File: src/rtl/fifo.sv
// -----------------------------------------------------------------------------
// fifo: synchronous single-clock FIFO with first-word-fall-through read data.
//
// Buffers byte streams between the UART RX/TX cores and the bus-facing UART
// controller. One instance sits on each direction of the data path.
//
// Parameters:
//   WIDTH  data word width in bits (default 8)
//   DEPTH  number of entries; a power of two, >= 2 (default 16)
//
// Ports:
//   clk    in   clock; all state updates on the rising edge
//   rstn   in   asynchronous active-low reset
//   din    in   write data, sampled on the edge where w=1
//   w      in   write strobe, one word per asserted edge
//   r      in   read strobe, pops the current head
//   dout   out  head-of-queue data, combinational (FWFT); 0 when empty
//   full   out  1 when count == DEPTH
//   empty  out  1 when count == 0
//   count  out  number of stored words, 0..DEPTH
// -----------------------------------------------------------------------------
module fifo #(
    parameter int WIDTH = 8,
    parameter int DEPTH = 16
) (
    input  logic                     clk,
    input  logic                     rstn,
    input  logic [WIDTH-1:0]         din,
    input  logic                     w,
    input  logic                     r,
    output logic [WIDTH-1:0]         dout,
    output logic                     full,
    output logic                     empty,
    output logic [$clog2(DEPTH):0]   count
);

    localparam int PTR_W = $clog2(DEPTH);
    localparam int CNT_W = PTR_W + 1;

    logic [WIDTH-1:0] mem [DEPTH];

    logic [PTR_W-1:0] wptr_q, wptr_d;
    logic [PTR_W-1:0] rptr_q, rptr_d;
    logic [CNT_W-1:0] count_q, count_d;

    logic wr_en;
    logic rd_en;

    // Status comes straight from the count register, so full and empty move
    // on the same edge as count and the wrap of equal pointers is never
    // ambiguous.
    assign full  = (count_q == CNT_W'(DEPTH));
    assign empty = (count_q == '0);
    assign count = count_q;

    // A read on a full queue frees the head slot on the same edge, so the
    // simultaneous write is allowed to land in it.
    assign rd_en = r && !empty;
    assign wr_en = w && (!full || rd_en);

    // FWFT: the head is presented without waiting for the read strobe.
    assign dout = empty ? '0 : mem[rptr_q];

    always_comb begin
        // NOTE: every signal gets a default first so no path leaves one
        // unassigned, which would otherwise infer a latch.
        wptr_d  = wptr_q;
        rptr_d  = rptr_q;
        count_d = count_q;

        if (wr_en) begin
            wptr_d = wptr_q + PTR_W'(1);
        end
        if (rd_en) begin
            rptr_d = rptr_q + PTR_W'(1);
        end

        case ({wr_en, rd_en})
            2'b10:   count_d = count_q + CNT_W'(1);
            2'b01:   count_d = count_q - CNT_W'(1);
            default: count_d = count_q;
        endcase
    end

    always_ff @(posedge clk or negedge rstn) begin
        if (!rstn) begin
            // NOTE: sequential state uses non-blocking assignments so every
            // flop samples the pre-edge value of its neighbours.
            wptr_q  <= '0;
            rptr_q  <= '0;
            count_q <= '0;
        end else begin
            wptr_q  <= wptr_d;
            rptr_q  <= rptr_d;
            count_q <= count_d;
        end
    end

    // NOTE: the storage array has no reset; empty gates dout, so stale
    // contents are never observable and the array can map onto plain RAM.
    always_ff @(posedge clk) begin
        if (wr_en) begin
            mem[wptr_q] <= din;
        end
    end

endmodule

File: config.mk
export PLATFORM = sky130hd
export DESIGN_NAME = fifo
export DESIGN_NICKNAME = d
export VERILOG_FILES = /design/src/rtl/fifo.sv
export SDC_FILE = /design/constraint.sdc
export NUM_CORES = 1
export LEC_CHECK = 0
export CORE_MARGIN = 1.5
export CORE_UTILIZATION = 35
export DETAILED_ROUTE_END_ITERATION = 10
export REMOVE_ABC_BUFFERS = 1
export SETUP_SLACK_MARGIN = 0.1
export SYNTH_ARGS = -nofsm -noshare
export SYNTH_HDL_FRONTEND = slang
export SYNTH_SLANG_ARGS = --single-unit
File: constraint.sdc
create_clock -name clk -period 7.5 [get_ports clk]
set_clock_uncertainty 0.15 [all_clocks]
set_input_delay 0.75 -clock clk [delete_from_list [all_inputs] [get_ports clk]]
set_output_delay 0.75 -clock clk [all_outputs]
set_load 0.01 [all_outputs]
* After elaboration in Yosys (flattened, before gate mapping)
Memory sizes are Yosys's and may differ from the RTL's.
Cells that the tools add are included.
** Storage, ports and cells
- Bits in writable memories :: 128
- Logic and storage cells :: 22
- Output and inout port bits :: 15
- Bits in registers :: 13
- Bits of input ports :: 12
- Memories kept :: 1
** Memories
- mem :: words 16, width 8, read ports 1, clocked after memory_dff 0, write ports 1, RTL line 40 : logic [WIDTH-1:0] mem [DEPTH];
** Operators by class
- Mux-type cells :: 4
- $add $sub $neg :: 4
- Equality and inequality tests :: 3
- Reduce and logical (&&, ||, !) cells :: 7
** Operators with widths (number)
- one-hot mux 5 bit (2 select lines) :: 1
- adder 4 x 1 -> 4 bit (second input constant) :: 2
- 2-to-1 mux 8 bit :: 1
- adder 5 x 1 -> 5 bit (second input constant) :: 1
- equality test 5 bit (second input constant) :: 1
- zero test 5 bit :: 1
- subtractor 5 x 1 -> 5 bit (second input constant) :: 1
- equality test 2 x 1 -> 1 bit (second input constant) :: 1
- equality test 2 bit (second input constant) :: 1
- logical AND 1 bit :: 2
- zero test 1 bit :: 2
- 2-to-1 mux 1 bit :: 2
- nonzero test 2 bit :: 1
- logical OR 1 bit :: 1

* Depth between registers and ports, before layout
Gate-level depths: netlist of the first run.
- Depth in word-level cells :: 7
- Gate-level depth with buffers :: 9
- Gate-level depth less buffers :: 9

* Worst setup path after synthesis of the first run
OpenSTA, ideal clock, no wires.
- Path kind :: register -> register
- Start :: register count_q[1] (netlist: count[1])
- End :: register count_q[4] (netlist: count[4])
- Setup slack :: 4.768 ns
- Cell stages (with the launch flop) :: 10
- Library setup time :: 0.088 ns
- Clock period less this slack :: 2.732 ns
- Path buffers :: 0
- Required time :: 7.262 ns
- Arrival time :: 2.495 ns
- Path through :: dfrtp_1 or4_4 o21ai_2 nand2b_1 inv_1 ha_1 nand2b_1 a2111o_1 o31a_1 o211ai_1
** Between the ends
- Word-level cells in the longest chain between the ends :: 7
** Ends and longest elaborated chain
- start, declared :: RTL line 44 : logic [CNT_W-1:0] count_q, count_d;
- start signal, assigned :: RTL line 95 : count_q <= count_d;
- zero test 5 bit :: RTL line 53 : assign empty = (count_q == '0);
- zero test 1 bit :: RTL line 58 : assign rd_en = r && !empty;
- logical AND 1 bit :: RTL line 58
- logical OR 1 bit :: RTL line 59 : assign wr_en = w && (!full || rd_en);
- logical AND 1 bit :: RTL line 59
- equality test 2 x 1 -> 1 bit / equality test 2 bit (equally long branches) :: RTL line 78 : case ({wr_en, rd_en})
- one-hot mux 5 bit (2 select lines) / nonzero test 2 bit (equally long branches)
Parallel ways exist; a longest one is shown, timed or not.
A chain may end at the register's enable or synchronous reset.

* Worst setup path after layout of the first run
- Start :: register rptr_q[1]
- End :: output dout[7]
** Between the ends
- Word-level cells in the longest chain between the ends :: 2
** Ends and longest elaborated chain
- start, declared :: RTL line 43 : logic [PTR_W-1:0] rptr_q, rptr_d;
- start signal, assigned :: RTL line 94 : rptr_q <= rptr_d;
- memory read (16 x 8 bit)
- 2-to-1 mux 8 bit :: RTL line 62 : assign dout = empty ? '0 : mem[rptr_q];
- end, declared :: RTL line 31 : output logic [WIDTH-1:0] dout,
Every way passes these cells.

==> flow_metrics.env, run 1 <==
export IMPL_cts_max_path_buffers=2
export IMPL_fmax_mhz=244.2
export IMPL_path_max_fanout=35
export IMPL_clk_pin_slew_ps=70
export IMPL_ys_ff_latch=141
export IMPL_gp_congestion=0.7467
export IMPL_critPathBufInv=1
export IMPL_synthArstFlopShare=0.09220
export IMPL_yosys_area_top_type="edfxtp_1"
export IMPL_fin_cells=568
export IMPL_dp_cells=537
export IMPL_maxSlewViolCount=0
export IMPL_cts_sinks=141
export IMPL_hold_buffers=0
export IMPL_fin_setup_tns_ps=0
export IMPL_numCtsBuffers=17
export IMPL_path_cells="mux4_2, nor2b_1, a211oi_1, a211oi_1, clkdlybuf4s50_1"
export IMPL_core_rowCount=47
export IMPL_n_fill_cell=1426
export IMPL_synthTopCellsByArea="edfxtp_1, mux4_2, dfrtp_1, a211oi_1, mux4_1"
export IMPL_vdd_drop_max_uv=190.6
export IMPL_wire_per_inst_um=19.72
export IMPL_min_path_type="register to register"
export IMPL_chipWidth_um=132.6
export IMPL_slew_headroom=0.2166
export IMPL_grt_total_usage=0.1371
export IMPL_postCtsSetupBuffers=0
export IMPL_final_common_cell="edfxtp_1"
export IMPL_p_per_area_nw_per_um2=397.6
export IMPL_multiInputGateArea_um2=1603
export IMPL_syn_area_um2=5878
export IMPL_end_kind="primary output"
export IMPL_ys_seq_area_frac=0.7092
export IMPL_grt_max_degree=36
export IMPL_power_leakage_nw=2.321
export IMPL_cpMostUsedCell="a211oi_1"
export IMPL_final_hold_violation_count=0
export IMPL_die_h_um=132.6
export IMPL_rsz0062_at_grt="false"
export IMPL_grt_pass1_vias=2952
export IMPL_h_tree_depth=4
export IMPL_start_kind="register"
export IMPL_cap_violations=0
export IMPL_holdWs_ps=482.8
export IMPL_postCtsResizedCells=0
export IMPL_worst_slew_pin_slew_ps=1165
export IMPL_critical_path_required_ps=6600
export IMPL_slowest_delay_ps=1020
export IMPL_rrSetupSlack_ps=4520
export IMPL_crit_slowest_cell="dfrtp_2"
export IMPL_viasPerCell=4.937
export IMPL_seq_area_um2=4172
export IMPL_drive_above_1_share=0.2241
export IMPL_start_util=0.3570
export IMPL_port_buffers=26
export IMPL_hpwl_mm=6.854
export IMPL_crit_type="register to primary output"
export IMPL_worstSkewPairLatency_ps=420
export IMPL_num_nets_final=357
export IMPL_overflow=0
export IMPL_dr_pass1_iters=4
export IMPL_cpLargestDelayFamily="flip-flops"
export IMPL_drtIter0Drc=288
export IMPL_core_area_um2=16470
export IMPL_die_area_um2=17580
export IMPL_syn_avg_cell_area_um2=19.46
export IMPL_antenna_cells=0
export IMPL_post_route_drc_count=0
export IMPL_routed_wl_mm=11.20
export IMPL_ys_types=40
export IMPL_ys_dominant_reg_cell="edfxtp_1"
export IMPL_finalSetupViolCount=0
export IMPL_period_minus_slack_ps=4095
export IMPL_route_vias_total=2804
export IMPL_grt_pass1_wl_mm=17.55
export IMPL_tritoncts="built"
export IMPL_synth_edf_count=128
export IMPL_area_growth_pct=19.31
export IMPL_most_common_layout_cells="edfxtp_1, mux4_2, clkdlybuf4s50_1, clkbuf_16, a211oi_1"
export IMPL_fin_crit_sh=0.5460
export IMPL_synth_top_area_frac=0.6539
export IMPL_cts_root_buf="clkbuf_16"
export IMPL_synth_warnings=0
export IMPL_synthCells=302
export IMPL_antenna_found_initial=0
export IMPL_ios=27
export IMPL_drt_antenna_violating_nets=0
export IMPL_status="complete, no violations"
export IMPL_crit_arrival_ps=3200
-- flip-flops by register name, summed over array words and instances, names as in the netlist --
register  count
wptr_q        4
count         5
rptr_q        4
mem         128
-- power breakdown --
group          switching, mW  internal [mW]
clock network          0.330          0.563
registers              0.133          0.965
logic                  0.370          0.428
total                  0.833           1.96
-- metrics by stage --
stage / area (um^2) / utilization / total power, mW / worst slack (ps)
5_1_grt: 7013 / 0.4259 / 2.922 / 3194
6_report: 7013 / 0.4259 / 2.788 / 3405
4_1_cts: 7013 / 0.4259 / 2.818 / 3335
2_1_floorplan: 5788 / - / 1.595 / 4321
3_5_place_dp: 6381 / 0.3875 / 1.927 / 3800
3_3_place_gp: 6381 / 0.3875 / 1.911 / 3835
-- metal layers --
| layer | GRT usage | vias to the layer above | wire, um |
|---|---|---|---|
| li1 | - | 1282 | - |
| met1 | 0.1794 | 1465 | 4940 |
| met2 | 0.2243 | 48 | 5729 |
| met3 | 0.02682 | 9 | 420 |
| met4 | 0.05922 | 0 | 112 |
| met5 | 0 | - | 0 |
-- final timing paths --
kind,from,endpoint,cells past startpoint
hold reg to reg,wptr_q[0],wptr_q[3],2
min in group asynchronous,rstn,count[4],1
setup / recovery,rptr_q[1],dout[7],5
max in group asynchronous,rstn,rptr_q[1],1
setup reg to reg,count[1],count[4],9
hold / removal,wptr_q[0],wptr_q[3],2
-- cell families after synthesis --
kind of cell    count (synthesis)  share of synthesized area
fa+ha+maj                       9                    0.02044
mux                            45                     0.1492
flops                         141                     0.7092
xor+xnor                        9                    0.01341
buf+inv                        26                    0.02235
simple gates                   44                    0.04619
compound gates                 28                    0.03917
-- layout make-up --
class                      count  area share
sequential                   141      0.5948
timing repair buffer          30     0.04139
inverter                      11    0.005888
clock buffer                  17     0.06066
multi-input combinational    135      0.2285
tap                          220     0.03925
clock inverter                14     0.02944
-- synth_stat cells, types with 2 or more instances --
cell type / count
a211oi_1: 16
a21oi_1: 2
and2_1: 9
buf_2: 5
buf_4: 3
buf_6: 2
clkbuf_1: 3
dfrtp_1: 13
edfxtp_1: 128
ha_1: 8
inv_1: 11
mux2_4: 2
mux2i_1: 10
mux4_1: 4
mux4_2: 28
nand2_1: 3
nand2b_1: 3
nand3_1: 3
nor2_1: 8
nor2b_1: 8
nor3b_1: 2
nor4_1: 4
o211ai_1: 2
o21ai_2: 2
xnor2_1: 7
xor2_1: 2
-- worst reg2reg max path: stages, from the launching register on --
cell      delay, ps
dfrtp_1         450
or4_4           630
o21ai_2         280
nand2b_1        190
inv_1            90
ha_1            330
nand2b_1         80
a2111o_1        390
o211ai_1        120
o211ai_1        120
Power figures use the tool's default switching activity.
==> run 2: changes to the inputs <==
==> constraint.sdc (replaced) <==
create_clock -name clk -period 4 [get_ports clk]
set_clock_uncertainty 0.15 [all_clocks]
set_input_delay 0.4 -clock clk [delete_from_list [all_inputs] [get_ports clk]]
set_output_delay 0.4 -clock clk [all_outputs]
set_load 0.01 [all_outputs]
==> run 2 against run 1 <==
Clock-buffer cell count increased by 2. First-iteration DRC count decreased by 11%. Critical endpoint is now dout[4]. Largest cell class unchanged. Register-to-register slack got worse by 3400 ps. Highest routed layer unchanged. Largest power group unchanged. Wire length increased by 1.3%. Clock power increased by 91%. Critical path type unchanged. Die area unchanged.
==> flow_metrics.env, run 2 (same netlist as run 1, synthesis figures left out) <==
export IMPL_fin_util=0.4303
export IMPL_overflow=0
export IMPL_cts_sinks=141
export IMPL_tritoncts="built"
export IMPL_path_max_fanout=21
export IMPL_slowest_delay_ps=770
export IMPL_worst_slew_pin_slew_ps=925.5
export IMPL_grt_total_usage=0.1383
export IMPL_gp_congestion=0.7547
export IMPL_hpwl_mm=7.067
export IMPL_p_per_area_nw_per_um2=748.2
export IMPL_holdWs_ps=220.9
export IMPL_clk_pin_slew_ps=60
export IMPL_final_hold_violation_count=0
export IMPL_top_register="mem"
export IMPL_cts_root_buf="clkbuf_16"
export IMPL_maxSlewViolCount=0
export IMPL_rsz0062_at_grt="false"
export IMPL_p_total_mw=5.302
export IMPL_grt_pass1_wl_mm=17.60
export IMPL_antenna_found_initial=0
export IMPL_drtIter0Drc=255
export IMPL_postCtsSetupBuffers=0
export IMPL_critical_path_required_ps=3450
export IMPL_die_h_um=132.6
export IMPL_antenna_cells=0
export IMPL_dr_pass1_iters=6
export IMPL_fin_cells=577
export IMPL_power_leakage_nw=2.360
export IMPL_area_growth_pct=20.54
export IMPL_status="complete, no violations"
export IMPL_drive_above_1_share=0.2353
export IMPL_grt_max_degree=29
export IMPL_finalSetupViolCount=0
export IMPL_port_buffers=26
export IMPL_period_minus_slack_ps=3464
export IMPL_place_ws_ps=924.0
export IMPL_routed_wl_mm=11.35
export IMPL_hold_buffers=0
export IMPL_core_rowCount=47
export IMPL_crit_type="register to primary output"
export IMPL_cap_violations=0
export IMPL_n_fill_cell=1425
export IMPL_place_area_um2=6441
export IMPL_path_cells="mux4_1, nor2b_1, a211oi_1, a211oi_1, clkdlybuf4s50_1"
export IMPL_grt_pass1_vias=2898
export IMPL_fin_setup_tns_ps=0
export IMPL_chipWidth_um=132.6
export IMPL_fin_crit_sh=0.8661
export IMPL_end_kind="primary output"
export IMPL_largest_reg_flops=128
export IMPL_cpMostUsedCell="a211oi_1"
export IMPL_viasPerCell=4.971
export IMPL_post_route_drc_count=0
export IMPL_wire_per_inst_um=19.68
export IMPL_drt_antenna_violating_nets=0
export IMPL_layout_setup_ws_ps=535.5
export IMPL_worstSkewPairLatency_ps=410
export IMPL_start_kind="register"
export IMPL_start_util=0.3570
export IMPL_fmax_mhz=288.6
export IMPL_stdcell_area_um2=7086
export IMPL_final_common_cell="edfxtp_1"
export IMPL_ios=27
export IMPL_dp_cells=545
export IMPL_crit_slowest_cell="dfrtp_2"
export IMPL_core_area_um2=16470
export IMPL_route_vias_total=2868
export IMPL_most_common_layout_cells="edfxtp_1, mux4_2, clkdlybuf4s50_1, clkbuf_16, a211oi_1"
export IMPL_cts_max_path_buffers=2
export IMPL_crit_arrival_ps=2910
export IMPL_min_path_type="input pin to async pin"
export IMPL_slew_headroom=0.3807
export IMPL_postCtsResizedCells=0
export IMPL_numCtsBuffers=17
export IMPL_die_area_um2=17580
export IMPL_vdd_drop_max_uv=351.8
export IMPL_h_tree_depth=4
export IMPL_num_nets_final=365
[run 2: cell types whose count changed in the layout (fill, tap and decap cells not counted), sizes merged]
cell	change
clkinv	-2
clkinvlp	+2
clkbuf	+2
bufinv	+1
buf	+8
inv	-2
[run 2: critical path, delay by kind of cell (launching register included)]
family | cells | cell delay, ps
DFF | 1 | 770
AOI/OAI and AO/OA | 2 | 430
muxes | 1 | 610
and+or+nand+nor | 1 | 140
buffers and inverters | 1 | 550
[run 2: path summary, 6_finish.rpt]
path | startpoint | endpoint | slack, ps | cells past startpoint
worst max-delay path | rptr_q[1] | dout[4] | 540 | 5
worst min-delay path | rstn | count[3] | 220 | 1
worst max register to register | count[1] | count[4] | 1070 | 9
worst min register to register | wptr_q[0] | wptr_q[3] | 480 | 2
max in group asynchronous | rstn | rptr_q[0] | 3050 | 1
min in group clk | wptr_q[0] | wptr_q[3] | 480 | 2
[run 2: cell type report]
cell class / instances / area, um^2 / area share
clock buffers: 19 / 432.9 / 0.06110
well taps: 220 / 275.3 / 0.03885
inverters: 11 / 41.29 / 0.005827
clock inverters: 13 / 211.5 / 0.02984
flip-flops and latches: 141 / 4172 / 0.5887
repair buffers: 38 / 350.3 / 0.04944
multi-input cells: 135 / 1603 / 0.2262
[run 2: report_power, final]
part | leakage [nW] | switching [mW] | internal (mW)
Clock | 0.308 | 0.599 | 1.11
Sequential | 1.31 | 0.314 | 1.81
Combinational | 0.744 | 0.644 | 0.825
Total | 2.36 | 1.56 | 3.75
[run 2: metal layers]
metal  part of all wire  track usage  vias to the layer above
met1               0.44       0.1903                     1469
met2               0.49       0.2144                       88
li1                   -            -                     1305
met3              0.059      0.03487                        6
met5                  0            0                        -
met4             0.0087      0.05006                        0
